File: config.mk
export PLATFORM = sky130hd
export DESIGN_NAME = muldiv_sequencer
export DESIGN_NICKNAME = d
export VERILOG_FILES = /design/src/rtl/muldiv_sequencer_pkg.sv /design/src/rtl/muldiv_sequencer_step.sv /design/src/rtl/muldiv_sequencer.sv
export SDC_FILE = /design/constraint.sdc
export NUM_CORES = 1
export LEC_CHECK = 0
export CAP_MARGIN = 20
export CORE_MARGIN = 8
export CORE_UTILIZATION = 54
export DETAILED_ROUTE_END_ITERATION = 8
export PLACE_DENSITY = 0.82
export SYNTH_ARGS = -nofsm -noshare
export SYNTH_HDL_FRONTEND = slang
export SYNTH_SLANG_ARGS = --single-unit
File: constraint.sdc
create_clock -name clk -period 3 [get_ports clk]
set_input_delay 0.45 -clock clk [delete_from_list [all_inputs] [get_ports clk]]
set_output_delay 0.45 -clock clk [all_outputs]
set_load 0.02 [all_outputs]
File: src/rtl/muldiv_sequencer_pkg.sv
// Shared definitions for the multiply/divide sequencer: ALU codes, FSM
// state encodings and the divide-by-zero quotient constant.
package muldiv_sequencer_pkg;

    localparam logic [4:0] ALU_mult = 5'd24;
    localparam logic [4:0] ALU_div  = 5'd25;

    typedef enum logic [1:0] {
        MD_IDLE = 2'd0,
        MD_BUSY = 2'd1,
        MD_DONE = 2'd2
    } md_state_t;

    localparam logic [31:0] MD_DIV0_LO = 32'hFFFF_FFFF;

    function automatic logic [31:0] abs32(input logic [31:0] x);
        return x[31] ? (~x + 32'd1) : x;
    endfunction

endpackage

File: src/rtl/muldiv_sequencer_step.sv
// One ITER_BITS-wide iteration of the unsigned datapath: right-shifting
// shift-add multiply or left-shifting restoring divide on {acc_hi, acc_lo}.
module muldiv_step #(
    parameter int ITER_BITS = 1
) (
    input  logic        is_div,
    input  logic [31:0] operand,
    input  logic [31:0] acc_hi,
    input  logic [31:0] acc_lo,
    output logic [31:0] next_hi,
    output logic [31:0] next_lo
);

    logic [32:0] t;
    logic [31:0] h;
    logic [31:0] l;

    // mult: acc_lo holds the unretired multiplier bits, acc_hi the partial sum.
    // div:  acc_lo holds the dividend shifting out / quotient shifting in, acc_hi the remainder.
    always_comb begin
        t = '0;
        h = acc_hi;
        l = acc_lo;
        for (int i = 0; i < ITER_BITS; i++) begin
            if (is_div) begin
                t = {h, l[31]};
                l = {l[30:0], 1'b0};
                if (t >= {1'b0, operand}) begin
                    t    = t - {1'b0, operand};
                    l[0] = 1'b1;
                end
                h = t[31:0];
            end else begin
                t = l[0] ? ({1'b0, h} + {1'b0, operand}) : {1'b0, h};
                h = t[32:1];
                l = {t[0], l[31:1]};
            end
        end
        next_hi = h;
        next_lo = l;
    end

endmodule

File: src/rtl/muldiv_sequencer.sv
// Multi-cycle signed multiply/divide unit owning HI/LO. Works on magnitudes
// and applies sign correction when the result is written back in DONE.
module muldiv_sequencer
    import muldiv_sequencer_pkg::*;
#(
    parameter int ITER_BITS = 1   // legal: 1, 2, 4
) (
    input  logic        clk,
    input  logic        reset,
    input  logic        start,
    input  logic [4:0]  op,
    input  logic [31:0] src_a,
    input  logic [31:0] src_b,
    input  logic        flush,
    output logic        busy,
    output logic        stall,
    output logic        done,
    output logic [31:0] hi,
    output logic [31:0] lo
);

    localparam int ITERS = 32 / ITER_BITS;
    localparam int CW    = 6;

    md_state_t   state;
    logic [CW-1:0] count;
    logic        is_div;
    logic        div0;
    logic        sign_q;
    logic        sign_r;
    logic [31:0] operand;
    logic [31:0] acc_hi;
    logic [31:0] acc_lo;
    logic [31:0] step_hi;
    logic [31:0] step_lo;
    logic        valid_op;
    logic        issue;
    logic [63:0] prod_mag;
    logic [63:0] prod_fix;
    logic [31:0] q_fix;
    logic [31:0] r_fix;

    assign valid_op = (op == ALU_mult) || (op == ALU_div);
    assign issue    = start && valid_op && !flush;
    assign stall    = busy | issue;

    muldiv_step #(.ITER_BITS(ITER_BITS)) u_step (
        .is_div  (is_div),
        .operand (operand),
        .acc_hi  (acc_hi),
        .acc_lo  (acc_lo),
        .next_hi (step_hi),
        .next_lo (step_lo)
    );

    always_comb begin
        prod_mag = {acc_hi, acc_lo};
        prod_fix = sign_q ? (~prod_mag + 64'd1) : prod_mag;
        q_fix    = sign_q ? (~acc_lo + 32'd1) : acc_lo;
        r_fix    = sign_r ? (~acc_hi + 32'd1) : acc_hi;
    end

    // busy covers BUSY and DONE so the issuer stays stalled until write-back.
    always_ff @(posedge clk) begin
        if (reset) begin
            state   <= MD_IDLE;
            busy    <= 1'b0;
            done    <= 1'b0;
            hi      <= '0;
            lo      <= '0;
            count   <= '0;
            is_div  <= 1'b0;
            div0    <= 1'b0;
            sign_q  <= 1'b0;
            sign_r  <= 1'b0;
            operand <= '0;
            acc_hi  <= '0;
            acc_lo  <= '0;
        end else begin
            done <= 1'b0;
            case (state)
                MD_IDLE: begin
                    if (issue) begin
                        is_div <= (op == ALU_div);
                        sign_q <= src_a[31] ^ src_b[31];
                        sign_r <= src_a[31];
                        count  <= CW'(ITERS);
                        busy   <= 1'b1;
                        acc_hi <= '0;
                        div0   <= 1'b0;
                        state  <= MD_BUSY;
                        if (op == ALU_div) begin
                            operand <= abs32(src_b);
                            acc_lo  <= abs32(src_a);
                            // Divide by zero: remainder path rebuilds src_a from its magnitude.
                            if (src_b == 32'd0) begin
                                div0   <= 1'b1;
                                acc_hi <= abs32(src_a);
                                state  <= MD_DONE;
                            end
                        end else begin
                            operand <= abs32(src_a);
                            acc_lo  <= abs32(src_b);
                        end
                    end
                end
                MD_BUSY: begin
                    if (flush) begin
                        state <= MD_IDLE;
                        busy  <= 1'b0;
                    end else begin
                        acc_hi <= step_hi;
                        acc_lo <= step_lo;
                        count  <= count - CW'(1);
                        if (count == CW'(1))
                            state <= MD_DONE;
                    end
                end
                MD_DONE: begin
                    state <= MD_IDLE;
                    busy  <= 1'b0;
                    if (!flush) begin
                        done <= 1'b1;
                        if (div0) begin
                            hi <= r_fix;
                            lo <= MD_DIV0_LO;
                        end else if (is_div) begin
                            hi <= r_fix;
                            lo <= q_fix;
                        end else begin
                            hi <= prod_fix[63:32];
                            lo <= prod_fix[31:0];
                        end
                    end
                end
                default: begin
                    state <= MD_IDLE;
                    busy  <= 1'b0;
                end
            endcase
        end
    end

endmodule
==> run metrics <==
Gate Count Post-Synth=2002; Final Non-Filler Cells=2817; fmax=299.5 MHz; Avg Inst Size Synth=7.282 µm²; layout net count=2608; fill cell count=1833; GR Overflow Total=0; vias in the first global route=17690; Final Hold Fails=0; WS Path Type=reg2reg; Rel. slew slack=0.1451; final setup margin=-0.3385 ns; area share of the largest cell type after synthesis=0.2389; via count=19000; status=complete, but fails checks; Initial Util=0.5455; Routed WL=70600 µm; first-pass GRT wire length=98280 µm; vias per std cell=6.745; TritonCTS clock tree=built; placer's final routability congestion estimate=1.077; synthesized area=14580 µm²; sequential fraction of the synthesis area=0.2389; Slew @ Worst Pin=1.273 ns; CP max FO=16; clk buf depth=2; Synth area leader=dfxtp_1; pwr dens=316.6 nW/µm²; Final setup viols=44; Tot GR Track Use=0.3806; Leak=8.495 nW; Die Ht=180.3 µm; flops & latches, synth=174; Netlist cell types=86; CTS clk-pin slew, worst paths=0.08 ns; CP startpoint kind=register; GR met2 Demand/Resource=0.6006; Detailed Place HPWL=50530 µm; row cnt=60; final setup TNS=-3.801 ns; commonest non-fill, non-tap cell in the layout=buf_4; core box area=26730 µm²; commonest cells after routing, fill and taps aside=buf_4 (417), nand2_1 (230), nor2_1 (204); Final period util=1.113; Max-cap violations=0; placed cells=2766; die width=180.3 µm; Worst Setup End Kind=register; post-synth net total=2147; root buffer cell=clkbuf_16; Worst Hold Class=reg2reg; Buffers on Ports=139; worst slack, placed=-0.5033 ns; Most Used Layer, Global Route=met2; failing checks=DRC, setup timing; ys async rst share=0; share of layout cells above drive strength 1=0.2920; # H-tree levels=4; minimum clock period=3.339 ns; Layout Skew=0.02136 ns; Post-synth EDFFs=0; VDD IR max=0.4256 mV; dominant cells by area after synthesis=dfxtp_1 (24%), a21oi_1 (6.0%), nand2_1 (6.0%), ha_1 (6.0%), xnor2_1 (5.8%); Skew-Pair Late Insertion Delay=0.46 ns; Post-DP Area=19110 µm²; Critical Path RT=3.31 ns; Pre-Repair DR Iteration Count=9; Design Area, Final=21250 µm²; Top-Level Pins=140; DR iter-0 viols=2595; CTS buffer count=17; Layout area overhead=45.76%; fin. max-slew vios=0; largest net degree at the start of global routing=65; synth warn=0; unrepaired setup endpoints after global routing=yes; GR met3 Demand/Resource=0.1188; hold_buf cts=0; Worst EP arrival=3.65 ns; n_diodes=0; M1 GR Usage=0.4383; CTS sink count=174; initial antenna violation count=2; DRC=4; wire length per cell=25.06 µm; Top FF cell, synth=dfxtp_1; Routed Antenna Nets=0; die area=32510 µm²
## cell usage after synthesis (14+ instances only)
cell type and count:
a211oi_1 66, a21o_1 30, a21oi_1 176, a221oi_1 20, a22oi_1 14, a311oi_1 15, a31oi_1 16, clkbuf_1 113
dfxtp_1 174, ha_1 70, inv_1 58, mux2i_1 39, nand2_1 234, nand2b_1 19, nand3_1 40, nor2_1 213
nor3_1 65, nor4_1 19, o211ai_1 33, o21a_1 14, o21ai_0 125, o22ai_1 39, o31ai_1 28, o41ai_1 15
or3_1 19, or4_1 19, xnor2_1 96, xor2_1 63
## power breakdown
part           switching (mW)  internal [mW]  leakage [nW]
Sequential             0.0286           2.32          1.42
Combinational            1.05          0.863          6.76
Clock                    1.29           1.17         0.306
## per-stage QoR
| step | utilization | hold WS, ns | power (mW) |
|---|---|---|---|
| 3_5_place_dp | 0.7149 | 0.4473 | 3.952 |
| 3_3_place_gp | 0.7149 | 0.4386 | 3.923 |
| 5_1_grt | 0.7950 | 0.4810 | 6.876 |
| 4_1_cts | 0.7556 | 0.4584 | 6.416 |
| 6_report | 0.7950 | 0.4542 | 6.727 |
| 2_1_floorplan | - | 0.4413 | 3.166 |
## routing by layer
layer	up-vias	share of wire	wire (µm)
li1	8253	-	-
met1	8781	0.35	24470
met2	1530	0.42	29970
met3	433	0.14	10110
met4	4	0.085	5981
met5	-	0.00093	66
## path summary, 6_finish.rpt
kind               from         to  slack, ns  cells past startpoint
min reg2reg      hi[14]     hi[14]       0.45                      2
min              hi[14]     hi[14]       0.45                      2
max reg2reg  operand[3]  acc_hi[8]      -0.34                     14
max          operand[3]  acc_hi[8]      -0.34                     14
## registers in the layout, summed over array words and instances (netlist names)
name	count
lo	32
sign_r	1
operand	32
hi	32
is_div	1
done	1
div0	1
busy	1
acc_lo	32
count	6
sign_q	1
state	2
acc_hi	32
## cell type report
class / count / area, µm² / share of cell area
clock inverters: 15 / 211.5 / 0.009952
clock buffers: 17 / 425.4 / 0.02002
inverters: 58 / 220.2 / 0.01036
multi-input cells: 1637 / 11620 / 0.5469
flip-flops and latches: 174 / 3557 / 0.1674
well taps: 341 / 426.7 / 0.02008
repair buffers: 575 / 4787 / 0.2253
## logic make-up after synthesis
kind of cell,share of synthesized area
AOI/OAI and AO/OA,0.2877
DFF,0.2389
adders and majority gates,0.06283
xor gates and xnor gates,0.09553
buffers and inverters,0.05236
muxes,0.03450
and+or+nand+nor,0.2281
## what timing repair did
item                       CTS  global route
setup endpoints to repair   46            74
gates resized for setup     88           207
setup buffers                7            13
gates cloned                 0             1
pin swaps                   16            77
hold endpoints to repair     0             0
## critical path, stage by stage, from the launching register on
cell and delay [ns]:
dfxtp_2 0.42, inv_2 0.07, ha_4 0.28, a21o_1 0.17, a21oi_4 0.10, a2111oi_4 0.52
o211ai_1 0.21, a21oi_2 0.15, buf_4 0.17, buf_4 0.13, nor4_4 0.04, buf_4 0.19
buf_12 0.16, a22oi_2 0.43, a211oi_1 0.15
Note: power is estimated with default switching activity, not from simulation.
